<file path="src/rtl/tensor_core_isa_pkg.sv">
`default_nettype none
// ---------------------------------------------------------------------------
// Module   : tensor_core_isa_pkg
// Purpose  : Tensor-core program word encoding (opcodes, burst selects, field
//            positions) and the sequencer state type.
// Revision : 1.0 - initial release
// ---------------------------------------------------------------------------
package tensor_core_isa_pkg;

   // Opcode values carried in the two least significant bits of a word
   localparam logic [1:0] OP_NOP     = 2'b00;
   localparam logic [1:0] OP_OPERATE = 2'b01;
   localparam logic [1:0] OP_BURST   = 2'b10;
   localparam logic [1:0] OP_RESET   = 2'b11;

   // Burst sub-operation selects
   localparam logic [1:0] BSEL_READ       = 2'b00;
   localparam logic [1:0] BSEL_WRITE      = 2'b01;
   localparam logic [1:0] BSEL_READ_WRITE = 2'b10;
   localparam logic [1:0] BSEL_RESERVED   = 2'b11;

   // Field positions inside the 64-bit program word
   localparam int WORD_W       = 64;
   localparam int TC_INSTR_W   = 16;
   localparam int OPCODE_LSB   = 0;
   localparam int BSEL_LSB     = 2;
   localparam int RD_FLAG_BIT  = 14;
   localparam int WR_FLAG_BIT  = 15;
   localparam int ADDR1_LSB    = 16;
   localparam int ADDR2_LSB    = 32;
   localparam int WR_ADDR_LSB  = 48;
   localparam int ADDR_FIELD_W = 16;

   typedef enum logic [2:0] {
      ST_IDLE    = 3'd0,
      ST_FETCH   = 3'd1,
      ST_DECODE  = 3'd2,
      ST_OPERAND = 3'd3,
      ST_ISSUE   = 3'd4,
      ST_DONE    = 3'd5
   } seq_state_t;

endpackage
`default_nettype wire

</file>
<file path="src/rtl/tensor_core_instruction_decoder.sv">
`default_nettype none
// ---------------------------------------------------------------------------
// Module   : tensor_core_instruction_decoder
// Purpose  : Combinational split of a 64-bit program word into opcode, burst
//            activity flags, the three memory addresses and a reserved flag.
// Revision : 1.0 - initial release
// ---------------------------------------------------------------------------
module tensor_core_instruction_decoder
   import tensor_core_isa_pkg::*;
#(
   parameter int ADDR_WIDTH = 16
) (
   input  logic [WORD_W-1:0]     word,
   output logic [1:0]            opcode,
   output logic                  wr_act,
   output logic                  rd_act,
   output logic [ADDR_WIDTH-1:0] rd_addr1,
   output logic [ADDR_WIDTH-1:0] rd_addr2,
   output logic [ADDR_WIDTH-1:0] wr_addr,
   output logic                  reserved
);

   logic [1:0] bsel;
   logic       is_burst;

   // Bits between the burst select and the read flag carry no meaning here
   logic       unused_word_bits;
   assign unused_word_bits = ^word[RD_FLAG_BIT-1:BSEL_LSB+2];

   // Field extraction and burst flag qualification
   always_comb begin
      opcode   = word[OPCODE_LSB +: 2];
      bsel     = word[BSEL_LSB +: 2];
      is_burst = (opcode == OP_BURST);
      wr_act   = is_burst && ((bsel == BSEL_WRITE) || (bsel == BSEL_READ_WRITE))
                 && word[WR_FLAG_BIT];
      rd_act   = is_burst && ((bsel == BSEL_READ) || (bsel == BSEL_READ_WRITE))
                 && word[RD_FLAG_BIT];
      reserved = is_burst && (bsel == BSEL_RESERVED);
      rd_addr1 = ADDR_WIDTH'(word[ADDR1_LSB +: ADDR_FIELD_W]);
      rd_addr2 = ADDR_WIDTH'(word[ADDR2_LSB +: ADDR_FIELD_W]);
      wr_addr  = ADDR_WIDTH'(word[WR_ADDR_LSB +: ADDR_FIELD_W]);
   end

endmodule
`default_nettype wire

</file>
<file path="src/rtl/tensor_core_instruction_sequencer.sv">
`default_nettype none
// ---------------------------------------------------------------------------
// Module   : tensor_core_instruction_sequencer
// Purpose  : Fetches program words, gathers burst-write operands, issues one
//            16-bit tensor-core instruction per word and writes burst-read
//            results back to data memory.
// Revision : 1.0 - initial release
// ---------------------------------------------------------------------------
module tensor_core_instruction_sequencer
   import tensor_core_isa_pkg::*;
#(
   parameter int ADDR_WIDTH = 16,
   parameter int DATA_WIDTH = 8
) (
   input  logic                  clock_in,
   input  logic                  reset_in,
   input  logic                  start,
   input  logic [ADDR_WIDTH-1:0] start_address,
   input  logic [ADDR_WIDTH-1:0] instruction_count,
   output logic                  prog_rd_en,
   output logic [ADDR_WIDTH-1:0] prog_addr,
   input  logic [WORD_W-1:0]     prog_rdata,
   output logic                  data_rd_en,
   output logic [ADDR_WIDTH-1:0] data_rd_addr1,
   output logic [ADDR_WIDTH-1:0] data_rd_addr2,
   input  logic [DATA_WIDTH-1:0] data_rdata1,
   input  logic [DATA_WIDTH-1:0] data_rdata2,
   output logic                  data_wr_en,
   output logic [ADDR_WIDTH-1:0] data_wr_addr,
   output logic [DATA_WIDTH-1:0] data_wr_data,
   input  logic [DATA_WIDTH-1:0] tensor_core_controller_output,
   output logic [TC_INSTR_W-1:0] current_tensor_core_instruction,
   output logic                  tensor_core_reset_out,
   output logic                  busy,
   output logic                  done
);

   seq_state_t              state;
   seq_state_t              state_next;
   logic [ADDR_WIDTH-1:0]   pc;
   logic [ADDR_WIDTH-1:0]   remaining;
   logic [WORD_W-1:0]       instr;
   logic [2*DATA_WIDTH-1:0] operand;
   logic                    issue_reset;

   logic [WORD_W-1:0]       dec_word;
   logic [1:0]              dec_opcode;
   logic                    dec_wr_act;
   logic                    dec_rd_act;
   logic [ADDR_WIDTH-1:0]   dec_rd_addr1;
   logic [ADDR_WIDTH-1:0]   dec_rd_addr2;
   logic [ADDR_WIDTH-1:0]   dec_wr_addr;
   logic                    dec_reserved;

   // In DECODE the word is still on the memory bus and not yet in instr, so
   // the single decoder looks at the bus then and at instr otherwise.
   assign dec_word = (state == ST_DECODE) ? prog_rdata : instr;

   tensor_core_instruction_decoder #(
      .ADDR_WIDTH (ADDR_WIDTH)
   ) u_decoder (
      .word     (dec_word),
      .opcode   (dec_opcode),
      .wr_act   (dec_wr_act),
      .rd_act   (dec_rd_act),
      .rd_addr1 (dec_rd_addr1),
      .rd_addr2 (dec_rd_addr2),
      .wr_addr  (dec_wr_addr),
      .reserved (dec_reserved)
   );

   // State register
   always_ff @(posedge clock_in or posedge reset_in) begin
      if (reset_in) begin
         state <= ST_IDLE;
      end else begin
         state <= state_next;
      end
   end

   // Program counter, instruction countdown, instruction and operand capture
   always_ff @(posedge clock_in or posedge reset_in) begin
      if (reset_in) begin
         pc        <= '0;
         remaining <= '0;
         instr     <= '0;
         operand   <= '0;
      end else begin
         case (state)
            ST_IDLE: begin
               if (start) begin
                  pc        <= start_address;
                  remaining <= instruction_count;
               end
            end
            ST_DECODE:  instr   <= prog_rdata;
            ST_OPERAND: operand <= {data_rdata1, data_rdata2};
            ST_ISSUE: begin
               pc        <= pc + ADDR_WIDTH'(1);
               remaining <= remaining - ADDR_WIDTH'(1);
            end
            default: ;
         endcase
      end
   end

   // Next-state decision and all strobes; everything is quiet by default
   always_comb begin
      state_next                      = state;
      prog_rd_en                      = 1'b0;
      prog_addr                       = '0;
      data_rd_en                      = 1'b0;
      data_rd_addr1                   = '0;
      data_rd_addr2                   = '0;
      data_wr_en                      = 1'b0;
      data_wr_addr                    = '0;
      data_wr_data                    = '0;
      current_tensor_core_instruction = '0;
      issue_reset                     = 1'b0;
      done                            = 1'b0;
      busy                            = (state != ST_IDLE);

      case (state)
         ST_IDLE: begin
            if (start) begin
               state_next = (instruction_count == '0) ? ST_DONE : ST_FETCH;
            end
         end
         ST_FETCH: begin
            prog_rd_en = 1'b1;
            prog_addr  = pc;
            state_next = ST_DECODE;
         end
         ST_DECODE: begin
            if (dec_wr_act) begin
               data_rd_en    = 1'b1;
               data_rd_addr1 = dec_rd_addr1;
               data_rd_addr2 = dec_rd_addr2;
               state_next    = ST_OPERAND;
            end else begin
               state_next = ST_ISSUE;
            end
         end
         ST_OPERAND: begin
            state_next = ST_ISSUE;
         end
         ST_ISSUE: begin
            if (dec_opcode == OP_RESET) begin
               issue_reset = 1'b1;
            end else if (dec_wr_act) begin
               current_tensor_core_instruction = TC_INSTR_W'(operand);
            end else if (dec_rd_act || dec_reserved) begin
               current_tensor_core_instruction = '0;
            end else begin
               current_tensor_core_instruction = instr[TC_INSTR_W-1:0];
            end
            // Write-back is independent of the issue priority so that
            // READ_AND_WRITE can issue operands and capture in one cycle.
            if (dec_rd_act) begin
               data_wr_en   = 1'b1;
               data_wr_addr = dec_wr_addr;
               data_wr_data = tensor_core_controller_output;
            end
            state_next = (remaining == ADDR_WIDTH'(1)) ? ST_DONE : ST_FETCH;
         end
         ST_DONE: begin
            done       = 1'b1;
            state_next = ST_IDLE;
         end
         default: begin
            state_next = ST_IDLE;
         end
      endcase
   end

   // The core is held in reset with the sequencer and by RESET words
   assign tensor_core_reset_out = reset_in | issue_reset;

endmodule
`default_nettype wire

</file>
<file path="config.mk">
export PLATFORM = sky130hd
export DESIGN_NAME = tensor_core_instruction_sequencer
export DESIGN_NICKNAME = d
export VERILOG_FILES = /design/src/rtl/tensor_core_isa_pkg.sv /design/src/rtl/tensor_core_instruction_decoder.sv /design/src/rtl/tensor_core_instruction_sequencer.sv
export SDC_FILE = /design/constraint.sdc
export NUM_CORES = 1
export LEC_CHECK = 0
export CORE_MARGIN = 2
export CORE_UTILIZATION = 41
export DETAILED_ROUTE_END_ITERATION = 10
export PLACE_DENSITY = 0.86
export SLEW_MARGIN = 20
export SYNTH_ARGS = -nofsm -noshare
export SYNTH_HDL_FRONTEND = slang
export SYNTH_SLANG_ARGS = --single-unit
</file>
<file path="constraint.sdc">
create_clock -name clock_in -period 3.75 [get_ports clock_in]
set_input_delay 0.375 -clock clock_in [delete_from_list [all_inputs] [get_ports clock_in]]
set_output_delay 0.375 -clock clock_in [all_outputs]
set_load 0.005 [all_outputs]
</file>
## After elaboration in Yosys (flattened, before gate mapping)

Index checks and enable logic that the tools add are counted.

- Add/subtract/negate cells: 2
- Equal/unequal tests: 12
- Muxes and demuxes: 31
- Bitwise operators: 1
- Reduce and logical (&&, ||, !) cells: 14

Operators by type and width:

| cell | count |
|---|---|
| 16-bit two-way mux | 13 |
| 64-bit two-way mux | 1 |
| 16-bit case mux with 2 select lines | 2 |
| 16-bit by 1-bit adder with 16-bit output (second input constant) | 1 |
| 16-bit by 1-bit equality test with 1-bit output (second input constant) | 1 |
| 16-bit zero test | 1 |
| 8-bit two-way mux | 2 |
| 16-bit by 1-bit subtractor with 16-bit output (second input constant) | 1 |
| 3-bit case mux with 5 select lines | 1 |
| 3-bit two-way mux | 4 |
| 2-bit equality test (second input constant) | 4 |
| 1-bit two-way mux | 8 |
| 3-bit by 2-bit equality test with 1-bit output (second input constant) | 2 |
| 3-bit equality test (second input constant) | 2 |
| 1-bit logical AND | 5 |
| 3-bit by 1-bit equality test with 1-bit output (second input constant) | 1 |
| 3-bit zero test | 1 |
| 1-bit logical OR | 3 |
| 3-bit nonzero test | 1 |
| 2-bit by 1-bit equality test with 1-bit output (second input constant) | 1 |
| 2-bit zero test | 1 |
| 2-bit inequality test (second input constant) | 1 |
| 2-bit AND reduction | 1 |
| 2-bit nonzero test | 1 |
| 1-bit bitwise OR | 1 |

- Register bits: 115
- Input bits: 123
- Output and inout bits: 94
- Word-level logic and storage cells: 66

## Longest topological paths before layout

- Word-level depth: 11
- Mapped depth: 14
- Gate-level depth less buffers: 8

## Modules after synthesis

From an unflattened synthesis, not the netlist that was laid out.

- Cells, all modules: 599
- Area, all modules: 6,276.0 µm²

By module, submodules not included:

| module | instances | cells each | area each (µm²) | seq. area each (µm²) |
|---|---|---|---|---|
| tensor_core_instruction_sequencer | 1 | 540 | 5,818.1 | 2,877.8 |
| tensor_core_instruction_decoder | 1 | 59 | 457.9 | 0.0 |

## Worst setup path before layout

No wires, ideal clock.

- Kind: register to output
- Start: register state[2]
- End: output port current_tensor_core_instruction[10]
- Data arrival time: 3.106 ns
- Setup slack: 0.269 ns
- Cell stages (with the launch flop): 15
- Path buffers: 6
- Cell sequence: dfrtp_1 -> buf_2 -> or3b_2 -> clkbuf_1 -> clkbuf_1 -> clkbuf_1 -> nand2_1 -> nand2_1 -> ha_1 -> and4b_1 -> clkbuf_1 -> nand2_1 -> a21oi_1 -> buf_2 -> a22o_1

- Word-level cells in the longest chain between the ends: 11
- Elaborated cells on any way between the ends: 21
- Classes of those cells: eq/ne (7); mux (5); reduce/logical (9)

RTL lines:

| element | line | text |
|---|---|---|
| start, declared | tensor_core_instruction_sequencer.sv:38 | `seq_state_t state;` |
| start signal, assigned | tensor_core_instruction_sequencer.sv:77 | `state <= state_next;` |
| 3-bit by 2-bit equality test with 1-bit output * | tensor_core_instruction_sequencer.sv:57 | `assign dec_word = (state == ST_DECODE) ? prog_rdata : instr;` |
| 64-bit two-way mux * | - |  |
| via dec_word[3] | tensor_core_instruction_sequencer.sv:46 | `logic [WORD_W-1:0] dec_word;` |
| 2-bit equality test or 2-bit zero test (tied branches) | tensor_core_instruction_decoder.sv:35, tensor_core_instruction_decoder.sv:37 |  |
| 1-bit logical OR | tensor_core_instruction_decoder.sv:37 | `rd_act = is_burst && ((bsel == BSEL_READ) \|\| (bsel == BSEL_READ_WRITE))` |
| 1-bit logical AND | tensor_core_instruction_decoder.sv:37 |  |
| 1-bit logical AND | tensor_core_instruction_decoder.sv:38 | `&& word[RD_FLAG_BIT];` |
| 1-bit logical OR | tensor_core_instruction_sequencer.sv:152 | `end else if (dec_rd_act \|\| dec_reserved) begin` |
| 16-bit two-way mux | tensor_core_instruction_sequencer.sv:152 |  |
| 16-bit two-way mux * | tensor_core_instruction_sequencer.sv:150 | `end else if (dec_wr_act) begin` |
| 16-bit two-way mux * | tensor_core_instruction_sequencer.sv:148 | `if (dec_opcode == OP_RESET) begin` |
| 16-bit two-way mux * | tensor_core_instruction_sequencer.sv:123 | `case (state)` |
| end, declared | tensor_core_instruction_sequencer.sv:32 | `output logic [TC_INSTR_W-1:0] current_tensor_core_instruction,` |

The timed path passes the listed nets; every way through them passes the cells marked *.

## Worst setup path in the final report

- Start: register state[0]
- End: output port current_tensor_core_instruction[6]

Same word-level chain as after synthesis.

==> flow_metrics.py <==
metrics = {
    "hold_path": {
        "holdPathStages": 2,
        "min-delay-path-class": "reg -> reg",
        "hold_start": "instr[51]",
        "hold_end": "instr[51]",
    },
    "global_route": {
        "grt_max_degree": 84,
        "antenna_found_initial": 0,
        "grt.total_usage_pct": 25.0,
        "grt_first_pass_wirelength_mm": 25.1,
        "globalRouteOverflowTotal": 0,
        "grt_pass1_vias": 4981,
    },
    "worst_setup_path": {
        "r2r-end": "remaining[12]",
        "start_kind": "register",
        "reg2reg_from": "state[2]",
        "reg2regPathDepth": 6,
        "end_kind": "primary output",
        "crit_type": "reg -> out",
        "crit_chain": "or3b_4, nand2_1, o21ai_1, ha_1, a221o_1, a211oi_2, buf_4, a22o_1, clkdlybuf4s50_1",
        "slowest_stage": "clkdlybuf4s50_1",
        "r2r_slack_ps": 1330,
        "path_max_fanout": 15,
        "critPathRequiredTime_ps": 3380,
        "critical-path-max-stage-delay_ps": 520,
        "cp.arrival_ps": 3230,
    },
    "detailed_routing": {
        "drt-initial-drc-count": 401,
        "drtPass1Iterations": 5,
        "vias": 4913,
        "wire_per_inst_um": 17.4,
        "avgViaCountPerCell": 5.53,
        "drc_errors": 0,
        "drt.antenna.violating_nets": 0,
        "drt_wl_total_mm": 15.4,
    },
    "timing": {
        "hold_viol": 0,
        "setup_violations": 0,
        "rsz0062_at_grt": "no",
        "slew_violations": 0,
        "skew_ps": 5.77,
        "holdWs_ps": 464,
        "period_needed_ps": 3610,
        "max_slew_margin_pct": 35.3,
        "tns_ps": 0,
        "worst_slew_pin_slew_ps": 964,
        "worst_slack_ps": 145,
        "finalCritPeriodShare_pct": 96.1,
        "max_freq_mhz": 277,
    },
    "run_status": {
        "outcome": "finished, final reports clean",
    },
    "placement": {
        "port_buffers": 216,
        "place_congestion": 0.926,
        "pre_cts_ws_ps": 261,
        "hpwl_mm": 11.2,
    },
    "layout": {
        "syn2layout_area_growth_pct": 55.2,
        "diodes": 0,
        "final_cell_mix": "216 x clkdlybuf4s50_1, 123 x nand2_1, 83 x dfrtp_1, 41 x and2_1, 34 x and3_1",
        "drive_gt1_share_pct": 7.65,
        "layout_commonest_cell": "clkdlybuf4s50_1",
        "nets": 869,
    },
    "yosys": {
        "ys_async_sr_fraction_pct": 100,
        "syn_nets": 667,
        "ys_warn_count": 0,
        "synth_flop_cell": "dfrtp_1",
        "synth_area_sq_mm": 0.00472,
        "synth_seq_cells": 83,
        "postSynthCellCount": 540,
        "synth_seq_area_share_pct": 44.0,
        "synth-edff-count": 0,
        "synth_cell_types": 58,
        "syn_avg_cell_area_sq_um": 8.75,
    },
    "die": {
        "dieArea_sq_mm": 0.0124,
        "row_count": 39,
        "io_pins": 217,
        "die_h_um": 111,
        "die_w_um": 111,
        "core-area_sq_mm": 0.0113,
        "initial_utilization_pct": 41.7,
    },
    "clock_network": {
        "cts_tree": "built",
        "cts_htree_levels": 3,
        "clk_latency_ps": 330,
        "clockRootBuffer": "clkbuf_16",
        "clk_pin_slew_ps": 60,
        "cts_sinks": 83,
        "numCtsBuffers": 9,
        "cts.hold.buffers_added": 0,
        "cts_setup_buffers": 0,
        "cts_buffer_depth": 2,
    },
    "run": {
        "cap_violations": 0,
    },
    "power": {
        "p_leak_uw": 0.00316,
        "max-vdd-ir-drop_uv": 322,
        "p_per_area_mw_per_mm2": 634,
    },
}
==> per-layer routing <==
metal  wire, um  vias up  GRT usage (%)
li1           -     2308              -
met1       6360     2341           32.4
met2       7380      242           40.2
met3       1360       22           6.59
met4        318        0           9.88
met5          0        -              0
==> repair_timing <==
| item | 4_1_cts | 5_1_grt |
|---|---|---|
| resized for setup | 2 | 1 |
| hold endpoints to repair | 0 | 0 |
| endpoints found under the setup margin | 15 | 2 |
==> critical path: cells and delay by family (launching register included) <==
family,cells,cell delay [ps]
buffers and inverters,2,760
AOI/OAI and AO/OA,4,830
adders and majority gates,1,350
DFF,1,370
and+or+nand+nor,2,570
==> flip-flops by register name, indices dropped and copies added (netlist names) <==
name	count
instr	32
operand	16
pc	16
remaining	16
state	3
==> report_power, final <==
group          internal [uW]  switching, uW  leakage, uW  total [uW]
registers               1350            375     0.000994        1720
clock network            525            342     0.000141         867
logic                    995           1070      0.00202        2060
==> stage by stage <==
| stage | std cells | area, sq um | power [uW] | util (%) |
|---|---|---|---|---|
| floorplan | 540 | 4720 | 2920 | - |
| global placement | 874 | 7040 | 3660 | 62.2 |
| detailed placement | 874 | 7040 | 3780 | 62.2 |
| CTS | 888 | 7330 | 4670 | 64.7 |
| global route | 888 | 7330 | 4990 | 64.8 |
| finish | 888 | 7330 | 4650 | 64.8 |
==> synth_stat cells, drive strengths merged, types with 4 or more instances <==
library cell  count  area share [%]
nand4             6            0.79
inv               8            0.64
and2             41             5.4
nor3             13             1.4
mux2i             7             1.5
o21ai             8            0.85
a21oi            14             1.5
nand3            10             1.1
nor4             12             1.6
dfrtp            83              44
clkbuf           35             2.8
or3               6            0.79
nand2b            7            0.93
nor2             25             2.0
or4               6            0.95
nor3b             6             1.2
nand2           123             9.8
mux2             16             3.8
a211oi            6             1.1
buf               5            0.53
ha                4             1.1
a221o             7             1.5
and3             34             4.5
a22o             15             2.8
==> cell type report <==
cell class | count | area (sq um)
inverters | 8 | 31.3
fillers | 947 | 3990
well taps | 143 | 179
flip-flops and latches | 83 | 2080
clock inverters | 3 | 40.0
multi-input cells | 409 | 2480
clock buffers | 11 | 243
repair buffers | 231 | 2280
==> worst max path at each step <==
stage / end / start / cells after the start
after floorplan: current_tensor_core_instruction[10] / state[2] / 14
after global placement: current_tensor_core_instruction[6] / state[0] / 10
after detailed placement: current_tensor_core_instruction[6] / state[0] / 8
after CTS: current_tensor_core_instruction[6] / state[0] / 9
after global routing: current_tensor_core_instruction[6] / state[0] / 10
final: current_tensor_core_instruction[6] / state[0] / 9
==> logic make-up after synthesis <==
logic type	after synthesis	synth area share, %
buf+inv	48	3.97
simple gates	300	32.4
flops	83	44.0
compound gates	80	13.0
mux	23	5.30
fa+ha+maj	4	1.06
xor+xnor	2	0.371
(Power assumes the default switching activity.)
